### src/rtl/counter_sched_pkg.sv
// Shared types for the counter sequencer: FSM state encoding and the
// constant that selects where each repetition after the first begins.
// Build option: define COUNTER_SCHED_CLR_EN to clear the counter before every run phase.
package counter_sched_pkg;

  // Sequencer states; ST_IDLE is the reset state.
  typedef enum logic [2:0] {
    ST_IDLE  = 3'd0,
    ST_CLEAR = 3'd1,
    ST_RUN   = 3'd2,
    ST_PAUSE = 3'd3,
    ST_DONE  = 3'd4
  } state_t;

  // Entry point of every run phase after the first one.
`ifdef COUNTER_SCHED_CLR_EN
  localparam state_t NEXT_RUN_ST = ST_CLEAR;
`else
  localparam state_t NEXT_RUN_ST = ST_RUN;
`endif

endpackage

### src/rtl/counter_sched_if.sv
// Control/status bundle between a sequence requester and counter_sched.
// master: drives start/abort/run_len/pause_len/reps, observes value/cnt_en/busy/done.
// slave : the sequencer side (opposite directions).
interface counter_sched_if #(
  parameter int WIDTH = 8,
  parameter int REP_W = 4
) ();

  logic             start;
  logic             abort;
  logic [WIDTH-1:0] run_len;
  logic [WIDTH-1:0] pause_len;
  logic [REP_W-1:0] reps;
  logic [WIDTH-1:0] value;
  logic             cnt_en;
  logic             busy;
  logic             done;

  modport master (
    output start, abort, run_len, pause_len, reps,
    input  value, cnt_en, busy, done
  );

  modport slave (
    input  start, abort, run_len, pause_len, reps,
    output value, cnt_en, busy, done
  );

endinterface

### src/rtl/counter_sched_counter.sv
// WIDTH-bit up counter with synchronous clear and count enable; wraps silently.
// Latency: value reflects clr/en one clock after they are sampled.
// Backpressure: none; clr has priority over en.
// Ports: clk, reset (async, active-high), clr, en, value.
module counter #(
  parameter int WIDTH = 8
) (
  input  logic             clk,
  input  logic             reset,
  input  logic             clr,
  input  logic             en,
  output logic [WIDTH-1:0] value
);

  logic [WIDTH-1:0] value_q, value_d;

  always_comb begin
    value_d = value_q;
    if (clr) begin
      value_d = '0;
    end else if (en) begin
      value_d = value_q + WIDTH'(1);
    end
  end

  always_ff @(posedge clk or posedge reset) begin
    if (reset) begin
      value_q <= '0;
    end else begin
      value_q <= value_d;
    end
  end

  assign value = value_q;

endmodule

### src/rtl/counter_sched.sv
// Sequencer running a counter for reps run phases of run_len cycles separated by pause_len idle cycles.
// Latency: for a single repetition done is high in the cycle ending run_len+2 edges after the start edge.
// Backpressure: start is ignored while busy; abort returns to IDLE next cycle and freezes value.
// Ports: clk, reset (async, active-high), bus (counter_sched_if.slave).
// Build option: COUNTER_SCHED_CLR_EN - clear before every run phase instead of only the first.
module counter_sched
  import counter_sched_pkg::*;
#(
  parameter int WIDTH = 8,
  parameter int REP_W = 4
) (
  input  logic           clk,
  input  logic           reset,
  counter_sched_if.slave bus
);

  state_t           state_q, state_d;
  logic [WIDTH-1:0] run_len_q, run_len_d;
  logic [WIDTH-1:0] pause_len_q, pause_len_d;
  logic [REP_W-1:0] reps_q, reps_d;
  logic [WIDTH-1:0] phase_q, phase_d;   // cycles elapsed in the current RUN/PAUSE
  logic [REP_W-1:0] rep_q, rep_d;       // run phases completed so far
  logic             cnt_en_q, cnt_en_d;

  logic             abort_act;
  logic             ctr_clr;
  logic             ctr_en;
  logic [WIDTH-1:0] ctr_value;

  assign abort_act = bus.abort && (state_q != ST_IDLE);

  always_comb begin
    state_d     = state_q;
    run_len_d   = run_len_q;
    pause_len_d = pause_len_q;
    reps_d      = reps_q;
    phase_d     = phase_q;
    rep_d       = rep_q;

    case (state_q)
      ST_IDLE: begin
        if (bus.start) begin
          run_len_d   = bus.run_len;
          pause_len_d = bus.pause_len;
          reps_d      = bus.reps;
          phase_d     = '0;
          rep_d       = '0;
          // Nothing to count: finish straight away without touching value.
          if ((bus.run_len == '0) || (bus.reps == '0)) begin
            state_d = ST_DONE;
          end else begin
            state_d = ST_CLEAR;
          end
        end
      end

      ST_CLEAR: begin
        phase_d = '0;
        state_d = ST_RUN;
      end

      ST_RUN: begin
        if (phase_q == (run_len_q - WIDTH'(1))) begin
          phase_d = '0;
          if (rep_q == (reps_q - REP_W'(1))) begin
            state_d = ST_DONE;
          end else begin
            rep_d   = rep_q + REP_W'(1);
            state_d = (pause_len_q == '0) ? NEXT_RUN_ST : ST_PAUSE;
          end
        end else begin
          phase_d = phase_q + WIDTH'(1);
        end
      end

      ST_PAUSE: begin
        if (phase_q == (pause_len_q - WIDTH'(1))) begin
          phase_d = '0;
          state_d = NEXT_RUN_ST;
        end else begin
          phase_d = phase_q + WIDTH'(1);
        end
      end

      ST_DONE: begin
        state_d = ST_IDLE;
      end

      default: begin
        state_d = ST_IDLE;
      end
    endcase

    // Abort overrides every transition, including the one into DONE.
    if (abort_act) begin
      state_d = ST_IDLE;
    end

    // Registered enable: high exactly while the FSM sits in RUN.
    cnt_en_d = (state_d == ST_RUN);
  end

  always_ff @(posedge clk or posedge reset) begin
    if (reset) begin
      state_q     <= ST_IDLE;
      run_len_q   <= '0;
      pause_len_q <= '0;
      reps_q      <= '0;
      phase_q     <= '0;
      rep_q       <= '0;
      cnt_en_q    <= 1'b0;
    end else begin
      state_q     <= state_d;
      run_len_q   <= run_len_d;
      pause_len_q <= pause_len_d;
      reps_q      <= reps_d;
      phase_q     <= phase_d;
      rep_q       <= rep_d;
      cnt_en_q    <= cnt_en_d;
    end
  end

  // Abort takes effect in the cycle it is seen, so the counter is frozen at
  // the value it showed when abort arrived.
  assign ctr_clr = (state_q == ST_CLEAR) && !bus.abort;
  assign ctr_en  = cnt_en_q && !bus.abort;

  counter #(.WIDTH(WIDTH)) u_counter (
    .clk   (clk),
    .reset (reset),
    .clr   (ctr_clr),
    .en    (ctr_en),
    .value (ctr_value)
  );

  assign bus.value  = ctr_value;
  assign bus.cnt_en = cnt_en_q;
  assign bus.busy   = (state_q != ST_IDLE);
  assign bus.done   = (state_q == ST_DONE);

endmodule

### src/flat_wrapper.sv
// flat-port wrapper written by rule: the top's interface ports become plain ports
module counter_sched_flat import counter_sched_pkg::*;
#(
  parameter int WIDTH = 8,
  parameter int REP_W = 4
)
  (clk, reset, bus_start, bus_abort, bus_run_len, bus_pause_len, bus_reps, bus_value, bus_cnt_en, bus_busy, bus_done);
  counter_sched_if #(.WIDTH(WIDTH), .REP_W(REP_W)) bus_i ();
  input  logic clk;
  input  logic reset;
  input wire logic [$bits(bus_i.start)-1:0] bus_start;
  input wire logic [$bits(bus_i.abort)-1:0] bus_abort;
  input wire logic [$bits(bus_i.run_len)-1:0] bus_run_len;
  input wire logic [$bits(bus_i.pause_len)-1:0] bus_pause_len;
  input wire logic [$bits(bus_i.reps)-1:0] bus_reps;
  output wire logic [$bits(bus_i.value)-1:0] bus_value;
  output wire logic [$bits(bus_i.cnt_en)-1:0] bus_cnt_en;
  output wire logic [$bits(bus_i.busy)-1:0] bus_busy;
  output wire logic [$bits(bus_i.done)-1:0] bus_done;
  assign bus_i.start = bus_start;
  assign bus_i.abort = bus_abort;
  assign bus_i.run_len = bus_run_len;
  assign bus_i.pause_len = bus_pause_len;
  assign bus_i.reps = bus_reps;
  assign bus_value = bus_i.value;
  assign bus_cnt_en = bus_i.cnt_en;
  assign bus_busy = bus_i.busy;
  assign bus_done = bus_i.done;
  counter_sched #(.WIDTH(WIDTH), .REP_W(REP_W)) u_core (.clk(clk), .reset(reset), .bus(bus_i));
endmodule
### config.mk
export PLATFORM = sky130hd
export DESIGN_NAME = counter_sched_flat
export DESIGN_NICKNAME = d
export VERILOG_FILES = /design/src/rtl/counter_sched_pkg.sv /design/src/rtl/counter_sched_if.sv /design/src/rtl/counter_sched_counter.sv /design/src/rtl/counter_sched.sv /design/src/flat_wrapper.sv
export SDC_FILE = /design/constraint.sdc
export NUM_CORES = 1
export LEC_CHECK = 0
export BUFFER_PORTS_ARGS = -buffer_cell sky130_fd_sc_hd__buf_2
export CAP_MARGIN = 20
export CORE_UTILIZATION = 40
export DETAILED_ROUTE_END_ITERATION = 10
export GPL_TIMING_DRIVEN = 0
export HOLD_SLACK_MARGIN = 0.06
export SYNTH_ARGS = -nofsm -noshare
export SYNTH_HDL_FRONTEND = slang
export SYNTH_HIERARCHICAL = 1
export SYNTH_SLANG_ARGS = --single-unit
export TNS_END_PERCENT = 5
### constraint.sdc
create_clock -name clk -period 3 [get_ports clk]
set_input_delay 0.75 -clock clk [delete_from_list [all_inputs] [get_ports clk]]
set_output_delay 0.75 -clock clk [all_outputs]
set_load 0.02 [all_outputs]
==> qor.yml <==
wl_per_cell_um: 13.5
io_buffer_count: 34
fp.dieArea_mm2: 0.00700
ir_drop_mv: 0.462
arrival_ns: 2.82
cp_max_fo: 10
dp.final_hpwl_um: 4260
r2r_slack_ns: 0.36
grt_pass1_vias: 2039
routed_wl_um: 5660
power_density_mw_per_mm2: 926
drc_errors: 0
holdBufCountCts: 0
fillers: 626
rsz0062_at_grt: "no"
syn2layout_area_growth_pct: 13.7
drt_pass1_iterations: 4
grt_max_degree: 37
period_needed_ns: 2.64
syn_area_mm2: 0.00267
clock-root-buffer: "clkbuf_8"
worst_pin_slew_ns: 0.787
fin_tns_setup_ns: 0
clk_latency_ns: 0.29
synth.largest_area_cell: "dfrtp_1"
final_nets: 373
fmax_mhz: 379
hp-class: "primary input to asynchronous set/reset pin"
critPathLaunch: "u_core/pause_len_q[0]$_DFFE_PP0P_"
synthTopCellsByCount: "65 x nand2_1, 44 x dfrtp_1, 18 x nor2_1, 18 x xnor2_1"
hold_violations: 0
grt_use_total: 0.174
grt_pass1_wl_um: 9760
clockBufferDepth: 2
critPathLaunchType: "flop"
clk_pin_slew_ns: 0.08
finClkSkew_ns: 0.00848
seq_area_mm2: 0.00110
vias: 2191
gp_congestion: 0.771
async_flop_share: 1.00
crit_required_ns: 3.18
status: "finished, final reports clean"
post_cts_buffers: 0
ys_seq_area_frac: 0.413
synth.top_cell.area_share: 0.413
io_pins: 35
yosysMostFrequentCell: "nand2_1"
synthCells: 301
die_y_um: 83.7
fp-row-count: 29
relSlewSlack: 0.475
cap_violations: 0
die_x_um: 83.7
clkSinkCount: 44
cp_cell_sequence: "inv_1 > ha_1 > nand2_1 > o31ai_1 > nand4_1 > or4_4 > a2bb2oi_2 > nor3_1 > a211o_1"
crit_type: "flop to flop"
critical_path.slowest_cell: "or4_4"
syn-num-nets: 332
h-tree-depth: 2
antennaDiodeCount: 0
via_per_inst: 5.24
critPathMaxStageDelay_ns: 0.51
worst_hold_slack_ns: 0.407
ys.flop_type: "dfrtp_1"
multi_input_area_mm2: 0.00145
ys_warn_count: 6
ys_ff_latch: 44
fin_util: 0.475
cts_buffers: 5
cts-resized-gates: 0
start_util: 0.418
r2r-start: "u_core/pause_len_q[0]$_DFFE_PP0P_"
synthDistinctLibCells: 57
synth.avg_cell_area_um2: 8.86
drtIter0Drc: 98
finalMaxSlewViolations: 0
grt.overflow.total: 0
cts_tree: "done"
setup_viol: 0
synth_edf_count: 0
ant_nets: 0
leakage_uw: 0.00143
grt_antenna_before_repair: 0
layout-drive-gt1-share: 0.173
period_share: 0.880
endpoint_kind: "flop"
synth_area_leaders: "dfrtp_1 41%, nand2_1 9.1%, xnor2_1 5.9%"
core_mm2: 0.00639
[through the flow]
step | instance area (um2) | setup WS [ns] | power, uW | instances
final | 3030 | 0.360 | 2810 | 418
after floorplan | 2670 | 0.591 | 2080 | 301
after detailed placement | 2930 | 0.389 | 2390 | 412
after global placement | 2930 | 0.367 | 2360 | 412
after global routing | 3030 | 0.107 | 3060 | 418
after CTS | 3030 | 0.364 | 2830 | 418
[power breakdown]
group	internal [uW]	switching (uW)
clock	239	191
sequential	790	242
combinational	607	741
total	1640	1170
[per-layer routing]
layer,wire length (um),vias up,part of all wire,track usage
li1,-,1121,-,-
met1,2840,1041,0.50,0.238
met2,2630,25,0.47,0.280
met3,142,4,0.025,0.0317
met4,43,0,0.0076,0.0555
met5,0,-,0,0
[registers in the layout (all words and copies together), names as in the netlist]
| register | cells |
|---|---|
| u_core/run_len_q | 8 |
| u_core/u_counter/value | 8 |
| u_core/pause_len_q | 8 |
| u_core/bus.cnt_en | 1 |
| u_core/phase_q | 8 |
| u_core/reps_q | 4 |
| u_core/state_q | 3 |
| u_core/rep_q | 4 |
[critical path: cells and delay by family, from the launching register on]
family,cells,cell delay [ns]
adders and majority gates,1,0.25
and+or+nand+nor,4,0.81
AOI/OAI and AO/OA,3,0.91
DFF,1,0.45
buffers and inverters,1,0.12
[placed cells by master (no fill, tap or decap), types with 5 or more instances in the layout]
| master | netlist | final |
|---|---|---|
| nand2b_1 | 5 | 5 |
| nor4_1 | 8 | 8 |
| dfrtp_1 | 44 | 44 |
| nor3_1 | 8 | 8 |
| clkbuf_8 | 0 | 5 |
| clkbuf_1 | 7 | 7 |
| ha_1 | 7 | 7 |
| nor2_1 | 18 | 18 |
| nand2_1 | 65 | 65 |
| xor2_1 | 11 | 11 |
| a21oi_1 | 8 | 8 |
| inv_1 | 13 | 12 |
| xnor2_1 | 18 | 18 |
| buf_2 | 2 | 36 |
| nand3_1 | 7 | 7 |
| o21ai_0 | 13 | 13 |
[cell families after synthesis]
| family | synth area share |
|---|---|
| mux | 0.0155 |
| flops | 0.413 |
| xor+xnor | 0.0952 |
| fa+ha+maj | 0.0328 |
| compound gates | 0.134 |
| buf+inv | 0.0446 |
| simple gates | 0.265 |
[final timing paths]
| path | cells past startpoint | to |
|---|---|---|
| max | 9 | u_core/phase_q[6]$_DFFE_PP0P_ |
| min | 2 | u_core/u_counter/value[1]$_DFFE_PP0P_ |
| max reg2reg | 9 | u_core/phase_q[6]$_DFFE_PP0P_ |
| min reg2reg | 2 | u_core/run_len_q[7]$_DFFE_PP0P_ |
| max in group asynchronous | 2 | u_core/reps_q[0]$_DFFE_PP0P_ |
| min in group clk | 2 | u_core/run_len_q[7]$_DFFE_PP0P_ |
[final cells by class]
type	count	share of cell area
clock buffers	5	0.0227
clock inverters	1	0.00990
flip-flops and latches	44	0.363
inverters	13	0.0161
plain buffers	14	0.0231
repair buffers	34	0.0561
multi-input cells	230	0.477
well taps	77	0.0318
No activity file was read; power rests on OpenSTA's default activity.
